### config.mk
export PLATFORM = sky130hd
export DESIGN_NAME = adder_accumulator
export DESIGN_NICKNAME = d
export VERILOG_FILES = /design/src/rtl/adder_accumulator.sv
export SDC_FILE = /design/constraint.sdc
export NUM_CORES = 1
export LEC_CHECK = 0
export ABC_AREA = 1
export CELL_PAD_IN_SITES_DETAIL_PLACEMENT = 2
export CELL_PAD_IN_SITES_GLOBAL_PLACEMENT = 2
export CORE_MARGIN = 2
export CORE_UTILIZATION = 21
export DETAILED_ROUTE_END_ITERATION = 12
export GPL_ROUTABILITY_DRIVEN = 0
export PLACE_DENSITY_LB_ADDON = 0.1
export REMOVE_ABC_BUFFERS = 1
export SYNTH_ARGS = -nofsm -noshare
export SYNTH_HDL_FRONTEND = slang
export SYNTH_SLANG_ARGS = --single-unit
### constraint.sdc
create_clock -name clk -period 1.4 [get_ports clk]
set_input_delay 0.14 -clock clk [delete_from_list [all_inputs] [get_ports clk]]
set_output_delay 0.14 -clock clk [all_outputs]
set_load 0.02 [all_outputs]
### src/rtl/adder_accumulator.sv
// Accumulator stage that drives an external ripple adder from registers, holds its
// inputs for a programmable settle window, then captures sum and flags.
module adder_accumulator #(
   parameter int SETTLE_CYCLES = 4,
   parameter int CNT_W         = 8
) (
   input  logic        clk,
   input  logic        rst_n,
   input  logic        in_valid,
   output logic        in_ready,
   input  logic [1:0]  in_op,
   input  logic [31:0] in_data,
   output logic [31:0] adder_a,
   output logic [31:0] adder_b,
   output logic        adder_subtract,
   input  logic [31:0] adder_sum,
   input  logic        adder_carryout,
   input  logic        adder_overflow,
   input  logic        adder_zero,
   output logic [31:0] acc,
   output logic        flag_zero,
   output logic        flag_carry,
   output logic        flag_overflow,
   output logic        sticky_overflow,
   output logic        done
);

   localparam logic [1:0] OP_ADD  = 2'b00;
   localparam logic [1:0] OP_LOAD = 2'b10;
   localparam logic [1:0] OP_CMP  = 2'b11;

   typedef enum logic [1:0] {
      IDLE    = 2'd0,
      SETTLE  = 2'd1,
      CAPTURE = 2'd2
   } state_t;

   // Handshake: an operation is accepted on a rising edge where in_valid && in_ready;
   // in_ready is high only in IDLE, and in_op/in_data are sampled only at accept.
   state_t           state;
   state_t           state_next;
   logic [CNT_W-1:0] count;
   logic             op_cmp;
   logic             accept;

   assign in_ready = (state == IDLE);
   assign accept   = in_valid && in_ready;
   assign adder_a  = acc;

   always_ff @(posedge clk or negedge rst_n) begin
      if (!rst_n) begin
         state <= IDLE;
      end else begin
         state <= state_next;
      end
   end

   always_comb begin
      state_next = state;
      case (state)
         IDLE: begin
            if (accept && (in_op != OP_LOAD)) begin
               state_next = SETTLE;
            end
         end
         SETTLE: begin
            if (count == '0) begin
               state_next = CAPTURE;
            end
         end
         CAPTURE: state_next = IDLE;
         default: state_next = IDLE;
      endcase
   end

   always_ff @(posedge clk or negedge rst_n) begin
      if (!rst_n) begin
         acc             <= '0;
         adder_b         <= '0;
         adder_subtract  <= 1'b0;
         op_cmp          <= 1'b0;
         count           <= '0;
         flag_zero       <= 1'b0;
         flag_carry      <= 1'b0;
         flag_overflow   <= 1'b0;
         sticky_overflow <= 1'b0;
         done            <= 1'b0;
      end else begin
         done <= 1'b0;
         case (state)
            IDLE: begin
               if (accept) begin
                  if (in_op == OP_LOAD) begin
                     acc             <= in_data;
                     flag_zero       <= (in_data == '0);
                     flag_carry      <= 1'b0;
                     flag_overflow   <= 1'b0;
                     sticky_overflow <= 1'b0;
                     done            <= 1'b1;
                  end else begin
                     adder_b        <= in_data;
                     adder_subtract <= (in_op != OP_ADD);
                     op_cmp         <= (in_op == OP_CMP);
                     count          <= CNT_W'(SETTLE_CYCLES - 1);
                  end
               end
            end
            SETTLE: begin
               if (count != '0) begin
                  count <= count - 1'b1;
               end
            end
            CAPTURE: begin
               // CMP only updates flags; the accumulator keeps its value.
               flag_zero       <= adder_zero;
               flag_carry      <= adder_carryout;
               flag_overflow   <= adder_overflow;
               sticky_overflow <= sticky_overflow | adder_overflow;
               if (!op_cmp) begin
                  acc <= adder_sum;
               end
               done <= 1'b1;
            end
            default: ;
         endcase
      end
   end

endmodule

==> results.md, run 1 <==
* R2R depth at 8
* Area Growth Syn to Fin at 62.9%
* Period Utilization, post-route at 0.992
* Initial antenna violation count at 0
* Vias in the first global route at 4349
* I/O pins at 175
* Hold slack at 248 ps
* DP Area at 6110 sq um
* Via-to-Cell Ratio at 4.17
* Fin area at 6600 sq um
* Worst slew pin tran at 382 ps
* Routed Antenna Nets at 0
* Die X at 143 um
* TNS Setup at 0 ps
* Seq/Total Area, Yosys at 0.501
* CP arrival at 1620 ps
* IO Port Bufs at 174
* DR pass1 iterations at 4
* Clock tree buffer depth at 2
* Final WL at 16000 um
* Latest clock arrival within the worst-skew pair at 350 ps
* Avg Cell Area, Syn at 7.88 sq um
* Die H at 143 um
* Worst R2R Start: state[1]
* Unique masters post-synth at 22
* Core area at 18800 sq um
* Dpl hpwl at 11100 um
* CTS Sinks at 81
* Highest routed layer: met4
* Worst slew margin at 0.746
* Share of layout cells above drive strength 1 at 0.131
* Final net count at 770
* Setup violators final at 0
* Fin Clk Skew at 12.2 ps
* Max Clock Freq at 720 MHz
* Commonest non-fill, non-tap cells in the layout: nand2_1 (142), dlygate4sd2_1 (103), dfrtp_1 (81), inv_1 (72), clkdlybuf4s50_1 (70)
* Overflow after GRT at 0
* Most common cell after layout, fill and taps aside: nand2_1
* Starting DRT DRC Count at 103
* M1 WL at 7050 um
* H-tree depth at 3
* Hold Violations, Final at 0
* Setup CP Type: flip-flop to flip-flop
* # fillers at 2165
* Register Area at 2030 sq um
* First-pass GRT wire length at 23600 um
* Synthesized cell area at 4050 sq um
* RR Endpoint: acc[27]
* Worst Hold Class: input pin to async pin
* Via count at 4011
* Diode count at 0
* RSZ-0062 raised after global routing: yes
* Clock-pin transition on the worst setup and hold timing paths at 70 ps
* Yosys warns at 0
* Max rail drop VDD at 0.000613 V
* WP data required at 1630 ps
* Met3 wire length at 709 um
* P_leak at 3.31 nW
* Initial Util at 0.215
* CP Launch Type: flip-flop
* Residual DRC count at 0
* Crit. End Element: flip-flop
* #FFs+latches synth at 81
* Max-slew violations at 0
* PD cells at 2130 nW/um^2
* MaxCap Viol Count at 0
* Crit path time final at 1390 ps
* WL/cell at 16.7 um
* CTS root buf: clkbuf_16
* CTS tree: yes
* Die footprint at 20400 sq um
* TritonCTS Buffers at 9
* Crit-path max FO at 17
* WL met2 at 8070 um
* Row cnt at 50
* Largest net degree at the start of global routing at 41
* Global-route usage over all layers at 0.150
* Area of the multi-input gates at 1430 sq um
* Status: finished, final reports clean
* R2R Setup Slk at 10 ps
* Cell count after synthesis at 514
==> synthesized netlist by cell type <==
cell	number	area share
a31o_2	1	0.0022
dfrtp_1	81	0.50
nand2_2	4	0.0062
nand4_1	8	0.012
nor2_1	23	0.021
o21ai_4	1	0.0040
xor2_1	2	0.0043
buf_2	7	0.0087
o21ai_0	48	0.059
inv_1	76	0.070
nand2_1	152	0.14
buf_4	35	0.065
o21bai_1	2	0.0037
inv_2	2	0.0019
nor2_2	2	0.0031
buf_6	4	0.011
ha_1	2	0.0062
clkbuf_1	6	0.0056
o31ai_1	1	0.0019
o21ai_1	41	0.051
nand3_1	15	0.019
xnor2_1	1	0.0022
==> worst max path at each step <==
| stage | startpoint | end | cells past startpoint |
|---|---|---|---|
| after floorplan | state[0] | acc[27] | 4 |
| after global placement | in_op[1] | acc[27] | 9 |
| after detailed placement | in_op[1] | acc[31] | 10 |
| after CTS | state[1] | in_ready | 2 |
| after global routing | state[0] | adder_b[9] | 7 |
| final | state[1] | acc[27] | 8 |
==> sequential cells by signal (all words and copies together) (netlist names) <==
register,count
acc,32
adder_b,32
adder_subtract,1
count,8
done,1
flag_carry,1
flag_overflow,1
flag_zero,1
op_cmp,1
state,2
sticky_overflow,1
==> final cells by class <==
class	instances	share of cell area
timing repair buffer	221	0.332
multi-input combinational	305	0.217
clock buffer	11	0.0368
tap	260	0.0493
inverter	78	0.0453
clock inverter	5	0.0119
sequential	81	0.307
==> cell families after synthesis <==
kind of cell	share of synthesized area
AND/OR/NAND/NOR	0.202
buffers and inverters	0.163
AO/OA/AOI/OAI	0.122
flip-flops	0.501
XOR/XNOR	0.00649
adder cells (fa/ha/maj)	0.00618
==> layer usage <==
metal	vias up	GRT usage
met3	10	0.0302
met5	-	0
met1	1961	0.180
met4	0	0.0521
li1	1930	-
met2	110	0.268
==> critical path, stage by stage, from the launching register on <==
cell and delay, ps:
dfrtp_1 400, nor2_2 120, nand2_2 100, nor2_4 110, inv_2 60, o21ai_4 70
buf_4 160, clkbuf_16 170, o21ai_0 80
==> timing repair <==
| item | 4_1_cts | 5_1_grt |
|---|---|---|
| endpoints found under the hold margin | 23 | 0 |
| gates resized for setup | 108 | 28 |
| hold buffers | 1 | 0 |
| buffers inserted | 0 | 7 |
| endpoints found under the setup margin | 133 | 60 |
| pin swaps | 0 | 5 |
| gates cloned | 0 | 8 |
==> report_power, final <==
group | internal, mW | switching, mW | leakage, nW | total (mW)
Sequential | 3.42 | 0.760 | 1.01 | 4.18
Combinational | 2.89 | 4.37 | 2.14 | 7.26
Clock | 1.61 | 1.02 | 0.159 | 2.63
==> through the flow <==
stage	utilization	std cells	total power, mW	worst slack (ps)
floorplan	-	462	7.68	-478
global placement	0.324	929	11.9	-191
detailed placement	0.324	929	12.1	-226
CTS	0.336	946	13.8	-10.4
global route	0.350	961	15.1	-108
finish	0.350	961	14.1	11.3
(Power assumes the default switching activity.)
==> inputs of run 2 (changes only) <==
--- a/config.mk
+++ b/config.mk
@@ -12,8 +12,9 @@
 export CORE_UTILIZATION = 21
 export DETAILED_ROUTE_END_ITERATION = 12
 export GPL_ROUTABILITY_DRIVEN = 0
-export PLACE_DENSITY_LB_ADDON = 0.1
+export PLACE_DENSITY = 0.86
 export REMOVE_ABC_BUFFERS = 1
+export SLEW_MARGIN = 15
 export SYNTH_ARGS = -nofsm -noshare
 export SYNTH_HDL_FRONTEND = slang
 export SYNTH_SLANG_ARGS = --single-unit
==> run 2 against run 1 <==
The run now ends with setup timing left. Sequential share of layout area down 1.1 points. Worst hold slack better by 29 ps. Combinational power is 8.4% higher. Sequential cell count did not move. Sequential power barely moved. Non-clock buffer count did not move. Critical endpoint is now acc[28]. Largest cell class unchanged.
==> results.md, run 2 (synthesis results as in run 1) <==
* Status: finished with violations (was finished, final reports clean)
* Failing checks: setup timing
* CP max stage cell: dfrtp_2 (was dfrtp_1)
* Die footprint at 20400 sq um (unchanged)
* Initial antenna violation count at 0 (unchanged)
* Regs by FF count: acc: 32 flops, adder_b: 32 flops, count: 8 flops (unchanged)
* Max-slew violations at 0 (unchanged)
* Setup violators final at 34 (was 0)
* Register Area at 2030 sq um (about the same)
* Overall power at 14.8 mW (was 14.1 mW)
* CTS root buf: clkbuf_16 (unchanged)
* First-pass GRT wire length at 24500 um (was 23600 um)
* CTS Sinks at 81 (unchanged)
* Max rail drop VDD at 0.000714 V (was 0.000613 V)
* H-tree depth at 3 (unchanged)
* Die H at 143 um (unchanged)
* Clock-pin transition on the worst setup and hold timing paths at 60 ps (was 70 ps)
* P_leak at 3.41 nW (was 3.31 nW)
* WP data required at 1670 ps (was 1630 ps)
* Period Utilization, post-route at 1.04 (was 0.992)
* Die X at 143 um (unchanged)
* Hold Violations, Final at 0 (unchanged)
* Crit path time final at 1460 ps (was 1390 ps)
* Fin Clk Skew at 6.36 ps (was 12.2 ps)
* TritonCTS Buffers at 9 (unchanged)
* CP peak stage delay at 450 ps (was 400 ps)
* CP arrival at 1730 ps (was 1620 ps)
* Core area at 18800 sq um (unchanged)
* Commonest non-fill, non-tap cells in the layout: nand2_1 (129), dlygate4sd2_1 (102), dfrtp_1 (78), inv_1 (70), clkdlybuf4s50_1 (70) (was nand2_1 (142), dlygate4sd2_1 (103), dfrtp_1 (81), inv_1 (72), clkdlybuf4s50_1 (70))
* Fin cells at 959 (was 961)
* Inst Count DP at 923 (was 929)
* Worst Hold Class: input pin to async pin (unchanged)
* Crit-path max FO at 8 (was 17)
* Area of the multi-input gates at 1580 sq um (was 1430 sq um)
* Initial Util at 0.215 (unchanged)
* DP Area at 6050 sq um (was 6110 sq um)
* Area Growth Syn to Fin at 69.1% (was 62.9%)
* CP delay by family, top: flip-flops (unchanged)
* Final net count at 769 (was 770)
* Residual DRC count at 0 (unchanged)
* Crit. End Element: flip-flop (unchanged)
* Vias in the first global route at 4482 (was 4349)
* CP Launch Type: flip-flop (unchanged)
* Clock tree buffer depth at 2 (unchanged)
* Row cnt at 50 (unchanged)
* CTS tree: yes (unchanged)
* Dpl hpwl at 11300 um (was 11100 um)
* Worst slew margin at 0.715 (was 0.746)
* Max Clock Freq at 685 MHz (was 720 MHz)
* Largest net degree at the start of global routing at 43 (was 41)
* Latest clock arrival within the worst-skew pair at 350 ps (about the same)
* Routed Antenna Nets at 0 (unchanged)
* # fillers at 2124 (was 2165)
* Cell with the most instances on the worst path: nor2_4
* PD cells at 2170 nW/um^2 (was 2130 nW/um^2)
* Setup CP Type: flip-flop to flip-flop (unchanged)
* Via-to-Cell Ratio at 4.30 (was 4.17)
* Overflow after GRT at 0 (unchanged)
* RSZ-0062 raised after global routing: yes (unchanged)
* Via count at 4128 (was 4011)
* Starting DRT DRC Count at 91 (was 103)
* MaxCap Viol Count at 0 (unchanged)
* DR pass1 iterations at 4 (unchanged)
* I/O pins at 175 (unchanged)
* Final WL at 17200 um (was 16000 um)
* Global-route usage over all layers at 0.157 (was 0.150)
* Diode count at 0 (unchanged)
* Post-place setup slack at -308 ps (was -226 ps)
* CP Cell Sequence: nor2_4, nand2_4, nor2_4, inv_2, o21ai_4, buf_12, clkbuf_16, nand2_1, o21ai_1 (was nor2_2, nand2_2, nor2_4, inv_2, o21ai_4, buf_4, clkbuf_16, o21ai_0)
* Fin area at 6850 sq um (was 6600 sq um)
* Share of layout cells above drive strength 1 at 0.179 (was 0.131)
* Buf/Inv on CP at 3 (unchanged)
* Worst slew pin tran at 428 ps (was 382 ps)
* IO Port Bufs at 174 (unchanged)
* Hold slack at 277 ps (was 248 ps)
* WL/cell at 17.9 um (was 16.7 um)
* Most common cell after layout, fill and taps aside: nand2_1 (unchanged)
* Final WS setup at -58.9 ps (was 11.3 ps)
==> run 2: cell count changes in the layout (fill, tap and decap cells not counted), moves of 4 or more <==
cell | before | now
nand2_2 | 13 | 20
o21ai_0 | 40 | 34
buf_4 | 30 | 25
o21ai_1 | 47 | 42
nand2_4 | 3 | 7
o21ai_2 | 2 | 13
nand2_1 | 142 | 129
==> run 2: per-stage QoR <==
step                      setup TNS, ps  utilization
after global routing              -5390        0.364
final                             -1140        0.364
after CTS                          -974        0.340
after detailed placement         -13830        0.321
after floorplan                  -26380            -
after global placement            -8120        0.321
==> run 2: report_power, final <==
| group | switching, mW | internal [mW] | total (mW) |
|---|---|---|---|
| Combinational | 4.66 | 3.21 | 7.87 |
| Clock | 1.02 | 1.73 | 2.75 |
| Sequential | 0.779 | 3.42 | 4.20 |
| Total | 6.46 | 8.36 | 14.8 |
==> run 2: routing by layer <==
metal	vias up	part of all wire	GRT usage
met5	-	0	0
met4	0	0.0097	0.0339
met3	12	0.037	0.0335
met2	109	0.54	0.299
met1	2082	0.41	0.179
li1	1925	-	-
==> run 2: repair_timing <==
action                                 CTS  global route
pin swaps                                1             4
hold buffers                             1             0
endpoints found under the hold margin   25             0
cloned                                   3            10
setup endpoints to repair              138            74
setup buffers                            2             5
resized for setup                      116            75
==> run 2: final cells by class <==
type,instances,share of cell area
inverter,78,0.0437
timing repair buffer,221,0.333
multi-input combinational,304,0.230
clock buffer,9,0.0329
sequential,81,0.297
clock inverter,6,0.0157
tap,260,0.0475
==> run 2: worst paths after layout <==
path | start | to | slack, ps | cells after the start
min in group clk | in_data[31] | adder_b[31] | 390 | 3
worst min register to register | adder_b[15] | adder_b[15] | 480 | 2
worst min-delay path | rst_n | adder_b[26] | 280 | 2
worst max register to register | state[1] | acc[28] | -60 | 9
worst max-delay path | state[1] | acc[28] | -60 | 9
max in group asynchronous | rst_n | adder_b[7] | 610 | 3
==> RTL change, RTL diff (settings of run 1) <==
Re-encode `state_t` (3 states) as one-hot, 3 bits wide.
--- a/src/rtl/adder_accumulator.sv
+++ b/src/rtl/adder_accumulator.sv
@@ -29,10 +29,10 @@
    localparam logic [1:0] OP_LOAD = 2'b10;
    localparam logic [1:0] OP_CMP  = 2'b11;
 
-   typedef enum logic [1:0] {
-      IDLE    = 2'd0,
-      SETTLE  = 2'd1,
-      CAPTURE = 2'd2
+   typedef enum logic [2:0] {
+      IDLE    = 3'b001,
+      SETTLE  = 3'b010,
+      CAPTURE = 3'b100
    } state_t;
 
    // Handshake: an operation is accepted on a rising edge where in_valid && in_ready;
Formal check against the unedited RTL: same outputs for any inputs over 10 cycles, from zero or initial values and one cycle with rst_n low; not proved beyond that.
==> RTL change against run 1 <==
  * The run now ends with setup timing left
  * Wire length up 10%
  * Design area up 8.2%
  * Count of clock-buffer cells in the layout down 1
  * Sequential cell count up 1
  * Synthesized area up 1.2%
  * Power up 3.8%
  * Core utilization up 1.9 points
  * Synthesized cell count up 4.3%
  * Via count up 5.0%
  * Clock skew down 5.3 ps
  * Worst setup slack worse by 210 ps
==> RTL change: results (changes against run 1) <==
Post-CTS Resized=141 (+31%); post-synthesis async set-or-reset flop share=1.00 (unchanged); register area share after synthesis=0.501 (about the same); M1 wire length=7780 um (+10%); first-pass GRT wire length=25,600 um (+8.5%); dpl cell area=0.00634 mm2 (+3.7%); placed cells=971 (+4.5%); largest net degree at the start of global routing=31 (-24%); Psw=6200 uW (+0.82%); vias post-DR=4,211 (+5.0%); Post-synth top cells=218 x nand2_1, 81 x dfrtp_1, 54 x inv_1, 45 x o21ai_0, 38 x nor2_1; Longest Clk Path Bufs=2 (unchanged); clock sinks=82 (+1.2%); Worst VDD drop=0.732 mV (+19%); Routed WL per cell=17.5 um (+4.9%); WL final=17,600 um (+10%); slowest cell on the critical path=dfstp_2; PD cells=2050 mW/mm2 (-4.0%); vias in the first global route=4,535 (+4.3%); Synth Area in XOR/XNOR=0.00427 (-0.00221); Setup Fix Bufs, Post-CTS=8 (+8); status=finished, violations left; crit path max fanout=5 (-12); Adder-Cell Fraction of Synth Area=0.00611 (-0.0000736); pre-CTS setup slack=-259 ps (-32.9 ps); largest cells by area after synthesis=dfrtp_1 49%, nand2_1 20%, buf_4 6.2%, o21ai_0 5.5%, inv_1 4.9%; failing checks=setup timing; Non-clk bufs=241 (+9.0%); Arr. time, crit path=1870 ps (+250 ps); fraction of area in registers=0.288 (-0.0195); metal2 WL=9180 um (+14%); Rel. slew slack=0.722 (-0.0235); Logic pwr share=0.521 (+0.005); complex-gate fraction of the synthesized area=0.0876 (-0.0341); met3 wire len=517 um (-27%); leakage=0.00360 uW (+8.7%); Final Skew=6.90 ps (-5.28 ps); met3 Usage GRT=0.0350 (+0.00481); fill cell count=2,202 (+1.7%); final net count=812 (+5.5%); # setup viols final=78 (+78); DR iter-0 viols=116 (+13%); clock network area share=0.0494 (+0.000709); clk pwr=2850 uW (+8.4%); share of cells above drive strength 1=0.176 (+0.0451); post-route cell area=0.00714 mm2 (+8.2%); Detailed Place HPWL=12,200 um (+9.8%); setup ws final=-196 ps (-207 ps); Global Route met1 Usage=0.204 (+0.0237); post-synth cell types=26 (+18%)
==> RTL change: changes by cell type after synthesis, moves of 7 or more <==
cell	run 1	this run
nand2_1	152	218
o21ai_1	41	1
inv_1	76	54
nor2_1	23	38
a21oi_1	0	9
o21a_1	0	8
nand4_1	8	1
==> RTL change: final timing paths <==
kind                                    startpoint                 endpoint  slack, ps  cells past startpoint
setup / recovery              state[0]$_DFFE_PN1P_     count[2]$_DFFE_PN0P_       -200                      9
hold / removal                               rst_n      acc[30]$_DFFE_PN0P_        260                      2
setup reg to reg              state[0]$_DFFE_PN1P_     count[2]$_DFFE_PN0P_       -200                      9
hold reg to reg            adder_b[22]$_DFFE_PN0P_  adder_b[22]$_DFFE_PN0P_        480                      2
max in group asynchronous                    rst_n     state[0]$_DFFE_PN1P_        550                      3
min in group clk                       in_data[25]  adder_b[25]$_DFFE_PN0P_        400                      3
